===== src/rtl/regfile_dump_tx.sv =====
// Purpose: walk a register file through its sync-read port and stream it as one framed byte stream.
// Latency: start to first byte 1 cycle with sync byte (3 without); 2 idle cycles between registers.
// Backpressure: out_valid/out_data hold until out_ready; a stall of any length loses or repeats nothing.
module regfile_dump_tx #(
    parameter int           NUM_REGS  = 32,
    parameter int           REG_WIDTH = 32,
    parameter int           ADDR_W    = 5,
    parameter bit           SYNC_EN   = 1'b1,
    parameter logic [7:0]   SYNC_BYTE = 8'hA5,
    parameter bit           CSUM_EN   = 1'b1,
    parameter bit           MSB_FIRST = 1'b0
) (
    input  logic                 clk12,
    input  logic                 rst,
    input  logic                 start,
    output logic                 busy,
    output logic                 done,
    output logic [ADDR_W-1:0]    reg_address,
    input  logic [REG_WIDTH-1:0] reg_data,
    output logic [7:0]           out_data,
    output logic                 out_valid,
    input  logic                 out_ready
);

    // Bytes per register and the width of the byte index (at least one bit).
    localparam int BPR   = REG_WIDTH / 8;
    localparam int IDX_W = (BPR > 1) ? $clog2(BPR) : 1;

    localparam logic [IDX_W-1:0]  LAST_IDX  = IDX_W'(BPR - 1);
    localparam logic [ADDR_W-1:0] LAST_ADDR = ADDR_W'(NUM_REGS - 1);

    // Frame sequencer states.
    localparam logic [2:0] ST_IDLE  = 3'd0;
    localparam logic [2:0] ST_SYNC  = 3'd1;
    localparam logic [2:0] ST_FETCH = 3'd2;
    localparam logic [2:0] ST_LOAD  = 3'd3;
    localparam logic [2:0] ST_SEND  = 3'd4;
    localparam logic [2:0] ST_CSUM  = 3'd5;

    logic [2:0]           state_q, state_d;
    logic [ADDR_W-1:0]    addr_q,  addr_d;
    logic [IDX_W-1:0]     idx_q,   idx_d;
    logic [REG_WIDTH-1:0] snap_q,  snap_d;
    logic [7:0]           csum_q,  csum_d;
    logic                 done_q,  done_d;

    logic [IDX_W-1:0]     byte_sel;
    logic [REG_WIDTH-1:0] snap_shifted;
    logic [7:0]           cur_byte;

    // Pick the current byte of the captured word; MSB_FIRST reverses the byte order.
    always_comb begin
        byte_sel     = MSB_FIRST ? (LAST_IDX - idx_q) : idx_q;
        snap_shifted = snap_q >> {byte_sel, 3'b000};
        cur_byte     = snap_shifted[7:0];
    end

    // Output byte mux: only SYNC, SEND and CSUM present a byte; everything else drives zero.
    always_comb begin
        out_valid = 1'b0;
        out_data  = 8'h00;
        case (state_q)
            ST_SYNC: begin
                out_valid = 1'b1;
                out_data  = SYNC_BYTE;
            end
            ST_SEND: begin
                out_valid = 1'b1;
                out_data  = cur_byte;
            end
            ST_CSUM: begin
                out_valid = 1'b1;
                out_data  = csum_q;
            end
            default: begin
                out_valid = 1'b0;
                out_data  = 8'h00;
            end
        endcase
    end

    // Frame sequencing: address walk, byte walk, checksum accumulation and end-of-frame cleanup.
    always_comb begin
        state_d = state_q;
        addr_d  = addr_q;
        idx_d   = idx_q;
        snap_d  = snap_q;
        csum_d  = csum_q;
        done_d  = 1'b0;

        case (state_q)
            ST_IDLE: begin
                if (start) begin
                    addr_d  = '0;
                    idx_d   = '0;
                    csum_d  = 8'h00;
                    state_d = SYNC_EN ? ST_SYNC : ST_FETCH;
                end
            end

            ST_SYNC: begin
                // The sync byte is a marker only and is kept out of the checksum.
                if (out_ready) begin
                    state_d = ST_FETCH;
                end
            end

            ST_FETCH: begin
                // Address has been stable for this cycle; read data lands next cycle.
                state_d = ST_LOAD;
            end

            ST_LOAD: begin
                // Snapshot so later changes on reg_data cannot tear this register's bytes.
                snap_d  = reg_data;
                idx_d   = '0;
                state_d = ST_SEND;
            end

            ST_SEND: begin
                if (out_ready) begin
                    csum_d = csum_q ^ cur_byte;
                    if (idx_q != LAST_IDX) begin
                        idx_d = idx_q + 1'b1;
                    end else if (addr_q < LAST_ADDR) begin
                        addr_d  = addr_q + 1'b1;
                        state_d = ST_FETCH;
                    end else if (CSUM_EN) begin
                        state_d = ST_CSUM;
                    end else begin
                        state_d = ST_IDLE;
                        done_d  = 1'b1;
                        addr_d  = '0;
                        idx_d   = '0;
                        csum_d  = 8'h00;
                    end
                end
            end

            ST_CSUM: begin
                if (out_ready) begin
                    state_d = ST_IDLE;
                    done_d  = 1'b1;
                    addr_d  = '0;
                    idx_d   = '0;
                    csum_d  = 8'h00;
                end
            end

            default: begin
                state_d = ST_IDLE;
                addr_d  = '0;
                idx_d   = '0;
                csum_d  = 8'h00;
            end
        endcase
    end

    // State registers; reset abandons any frame in flight.
    always_ff @(posedge clk12 or posedge rst) begin
        if (rst) begin
            state_q <= ST_IDLE;
            addr_q  <= '0;
            idx_q   <= '0;
            snap_q  <= '0;
            csum_q  <= 8'h00;
            done_q  <= 1'b0;
        end else begin
            state_q <= state_d;
            addr_q  <= addr_d;
            idx_q   <= idx_d;
            snap_q  <= snap_d;
            csum_q  <= csum_d;
            done_q  <= done_d;
        end
    end

    assign busy        = (state_q != ST_IDLE);
    assign done        = done_q;
    assign reg_address = addr_q;

endmodule


===== config.mk =====
export PLATFORM = sky130hd
export DESIGN_NAME = regfile_dump_tx
export DESIGN_NICKNAME = d
export VERILOG_FILES = /design/src/rtl/regfile_dump_tx.sv
export SDC_FILE = /design/constraint.sdc
export NUM_CORES = 1
export LEC_CHECK = 0
export CAP_MARGIN = 20
export CORE_MARGIN = 5
export CORE_UTILIZATION = 57
export CTS_BUF_LIST = sky130_fd_sc_hd__clkbuf_4 sky130_fd_sc_hd__clkbuf_8
export DETAILED_ROUTE_END_ITERATION = 16
export PLACE_DENSITY = 0.91
export RECOVER_POWER = 25
export SETUP_SLACK_MARGIN = 0.2
export SLEW_MARGIN = 20
export SYNTH_ARGS = -nofsm -noshare
export SYNTH_HDL_FRONTEND = slang
export SYNTH_SLANG_ARGS = --single-unit

===== constraint.sdc =====
create_clock -name clk12 -period 2.9 [get_ports clk12]
set_input_delay 0.58 -clock clk12 [delete_from_list [all_inputs] [get_ports clk12]]
set_output_delay 0.58 -clock clk12 [all_outputs]
set_load 0.01 [all_outputs]

# After elaboration in Yosys (flattened, before gate mapping)
# Cells that the tools add are included.
[totals] output_inout_bits=16 wordCells=61 register_bits=51 input_bits=36
[op_classes] add_sub_neg=2 bitwise_logic=3 shifts=1 n_eq_ne=13 order_cmp=1 n_reduce_logical=9 n_mux=26
[ops] operator="8-bit one-hot mux with 4 select lines" n=1
[ops] operator="32-bit by 5-bit >> shifter with 8-bit output" n=1
[ops] operator="5-bit two-way mux" n=5
[ops] operator="8-bit two-way mux" n=3
[ops] operator="8-bit one-hot mux with 3 select lines" n=1
[ops] operator="5-bit one-hot mux with 4 select lines" n=1
[ops] operator="3-bit two-way mux" n=6
[ops] operator="3-bit one-hot mux with 6 select lines" n=1
[ops] operator="2-bit != test, second input constant" n=8
[ops] operator="5-bit AND reduction" n=2
[ops] operator="2-bit two-way mux" n=4
[ops] operator="2-bit one-hot mux with 4 select lines" n=1
[ops] operator="8-bit XOR" n=1
[ops] operator="3-bit by 2-bit equality test with 1-bit output, second input constant" n=2
[ops] operator="3-bit equality test, second input constant" n=2
[ops] operator="6-bit AND reduction" n=1
[ops] operator="3-bit OR reduction" n=2
[ops] operator="5-bit by 1-bit adder with 5-bit output, second input constant" n=1
[ops] operator="5-bit < comparator, second input constant" n=1
[ops] operator="4-bit AND reduction" n=1
[ops] operator="3-bit by 1-bit equality test with 1-bit output, second input constant" n=1
[ops] operator="3-bit logical NOT" n=1
[ops] operator="1-bit two-way mux" n=3
[ops] operator="3-bit nonzero test" n=1
[ops] operator="3 further kinds" n=4

# Logic depth before layout (Yosys ltp)
[depth] depth_word=5 ltp_mapped=6 ltp_nobuf=5

# Worst setup path before layout
# No wires, ideal clock.
[synth_path] kind="register to output" startpoint="reg idx_q[0], in the netlist byte_sel[0]" endpoint="out out_data[1]" path_stages_with_launch=5 slack_ps=979 n_path_buf=1 t_arrival_ps=1341 required_time_ps=2320 cell_sequence="dfrtp_1 > buf_2 > mux4_2 > mux2i_1 > nor2_1"
[synth_via] elab_chain_len=2
[synth_rtl] element="from (decl)" line="42" text="logic [IDX_W-1:0] idx_q, idx_d;"
[synth_rtl] element="from (signal assigned)" line="171" text="idx_q <= idx_d;"
[synth_rtl] element="32-bit by 5-bit >> shifter with 8-bit output" line="54" text="snap_shifted = snap_q >> {byte_sel, 3'b000};"
[synth_rtl] element="8-bit one-hot mux with 3 select lines" line="62" text="case (state_q)"
[synth_rtl] element="to (decl)" line="20" text="output logic [7:0] out_data,"
# No other way between the ends.

# Worst setup path after layout
[layout_path] startpoint="reg idx_q[0], in the netlist byte_sel[0]" endpoint="out out_data[0]"
# Same word-level chain as after synthesis.

==> flow_metrics.env <==
export IMPL_fp_dieW_um=77.4
export IMPL_ctsHoldBuffers=0
export IMPL_gr_total_overflow=0
export IMPL_synth_edff_count=0
export IMPL_outcome="complete, no violations"
export IMPL_place_congestion=0.775
export IMPL_antenna_found_initial=0
export IMPL_drv_cap=0
export IMPL_fin_cells=330
export IMPL_synthCells=219
export IMPL_synth_cell_types=42
export IMPL_p_leak_nw=1.49
export IMPL_ys_ff_latch=51
export IMPL_final_max_slew_viol_count=0
export IMPL_core_um2=4380
export IMPL_max_slew_margin_pct=48.4
export IMPL_synth_nets=257
export IMPL_cp_slowest_stage_delay_ps=540
export IMPL_fmax_mhz=376
export IMPL_first_global_vias=2049
export IMPL_rsz0062_at_grt="true"
export IMPL_portBuffers=51
export IMPL_wl_met2_mm=3.04
export IMPL_row_count=24
export IMPL_fill_cells=287
export IMPL_nets=315
export IMPL_avgRoutedWirePerCell_um=18.3
export IMPL_wl_met1_mm=2.39
export IMPL_finalSetupViolCount=0
export IMPL_n_antenna_cell=0
export IMPL_synth_top_cell_area_share_pct=49.3
export IMPL_drt_first_pass_iters=4
export IMPL_finClkSkew_ps=8.27
export IMPL_setup_tns_ps=0
export IMPL_dp_cells=318
export IMPL_min_period_over_period_pct=91.6
export IMPL_synth_area_leaders="dfrtp_1 (49%), mux2_2 (14%), mux4_2 (7.0%)"
export IMPL_topRoutingLayerUsed="met4"
export IMPL_clk_pin_slew_ps=90
export IMPL_tritoncts="yes"
export IMPL_clock_latency_ps=300
export IMPL_worstHoldPathType="reg -> reg"
export IMPL_die_h_um=77.4
export IMPL_hold_viol=0
export IMPL_syn_area_per_cell_um2=11.8
export IMPL_met3_length_um=439
export IMPL_antenna_left=0
export IMPL_fin_crit_ps=2660
export IMPL_start_kind="flip-flop"
export IMPL_yosysSeqAreaShare_pct=49.3
export IMPL_timing_hold_ws_ps=509
export IMPL_wl_mm=6.05
export IMPL_grt_pass1_wl_mm=9.90
export IMPL_netlist_area_um2=2590
export IMPL_dp_hpwl_mm=4.35
export IMPL_num_io_pins=52
export IMPL_worstPathRequired_ps=2320
export IMPL_cp_arrival_ps=2080
export IMPL_htreeDepth=2
export IMPL_die_area_um2=5990
export IMPL_power_density_nw_per_um2=948
export IMPL_cts_buffer_depth=2
export IMPL_synth_most_common_cell="dfrtp_1"
export IMPL_yosys_area_top_type="dfrtp_1"
export IMPL_drive_gt1_share_pct=24.8
export IMPL_cts_sinks=51
export IMPL_synthFlopType="dfrtp_1"
export IMPL_track_usage_pct=20.7
export IMPL_grt_max_degree=33
export IMPL_vias=2040
export IMPL_yosys_warnings=0
export IMPL_syn2layout_area_growth_pct=27.6
export IMPL_drt_iter0_drc=197
export IMPL_post_route_util_pct=75.3
export IMPL_synth_common_cells="dfrtp_1 (51), mux2_2 (33), nand2_1 (19), nor2_1 (19), o21ai_0 (18)"
export IMPL_peakVddDrop_mv=0.608
export IMPL_start_util_pct=59.0
export IMPL_cp_slowest_cell="mux4_2"
export IMPL_worstMarginPinSlew_ps=774
export IMPL_async_reset_ff_share_pct=100
export IMPL_root_buffer="clkbuf_8"
export IMPL_path_cells="clkbuf_4 -> mux4_2 -> nand2_1 -> a21oi_1 -> clkdlybuf4s50_1"
export IMPL_cp_end_kind="output port"
export IMPL_cts_made_buffers=5
export IMPL_vias_per_cell=6.18
export IMPL_cp_max_fo=5
export IMPL_drc=0
export IMPL_crit_type="reg -> out"
==> report_power, final <==
part           leakage [nW]  total (mW)  switching, mW  internal (mW)
Combinational         0.802        1.43          0.644          0.784
Sequential            0.631        1.25          0.227           1.02
Clock                0.0549       0.456          0.228          0.228
==> final cells by class <==
cell class | instances | area, um2 | area share, %
sequential | 51 | 1280 | 38.7
multi-input combinational | 152 | 1230 | 37.2
timing repair buffer | 64 | 617 | 18.7
clock buffer | 8 | 104 | 3.14
tap | 52 | 65.1 | 1.97
inverter | 3 | 11.3 | 0.341
==> critical path: cells and delay by family, from the launching register on <==
kind	cells	cell delay, ps
AO/OA/AOI/OAI	1	70
flip-flops	1	380
AND/OR/NAND/NOR	1	100
multiplexers	1	540
buffers and inverters	2	680
==> cells by family (layout without fill, tap and decap cells) <==
family	Yosys count	count (layout)	share of synthesized area, %
simple gates	65	65	13.3
flops	51	51	49.3
mux	45	45	22.9
compound gates	39	39	9.72
buf+inv	16	75	3.48
fa+ha+maj	2	2	0.966
xor+xnor	1	1	0.338
==> path summary, 6_finish.rpt <==
kind	slack, ps	depth (start not counted)	endpoint	startpoint
max in group asynchronous	880	3	byte_sel[0]$_DFFE_PP0P_	rst
min in group asynchronous	830	2	csum_q[0]$_DFFE_PP0P_	rst
max reg2reg	830	5	reg_address[0]$_DFFE_PP0P_	state_q[0]$_DFFE_PP0P_
min reg2reg	510	1	snap_q[29]$_DFFE_PP0P_	snap_q[29]$_DFFE_PP0P_
max	240	5	out_data[0]	byte_sel[0]$_DFFE_PP0P_
min	510	1	snap_q[29]$_DFFE_PP0P_	snap_q[29]$_DFFE_PP0P_
==> metal layers <==
| layer | global-route usage [%] | vias up |
|---|---|---|
| li1 | - | 925 |
| met1 | 26.7 | 992 |
| met2 | 34.0 | 106 |
| met3 | 4.86 | 17 |
| met4 | 8.08 | 0 |
| met5 | 0 | - |
==> through the flow <==
stage          setup WS, ps  power, mW  instance area (um2)
6_report                244       3.13                 3300
5_1_grt                 178       3.30                 3300
3_3_place_gp            319       2.54                 3150
2_1_floorplan           979       2.17                 2590
3_5_place_dp            269       2.63                 3150
4_1_cts                 232       3.12                 3290
==> timing repair <==
action                     CTS  global route
gates resized for setup      1             8
setup endpoints to repair    8             7
buffers inserted             4             0
==> state kept, by name, summed over array words and instances, names as in the netlist <==
register	cells
state_q	3
done	1
csum_q	8
snap_q	32
byte_sel	2
reg_address	5
==> layout by cell type, fill, tap and decap left out, types with 3 or more instances in the layout <==
cell type,n
inv_1,3
dlymetal6s2s_1,5
mux2_2,33
mux2i_1,4
nand2_1,19
mux4_2,8
nand4b_1,8
a21o_1,4
dfrtp_1,50
clkdlybuf4s50_1,45
o21ai_0,18
a21oi_1,3
nand3_1,4
buf_4,11
clkbuf_8,7
nor2_1,18
Power figures use the tool's default switching activity.
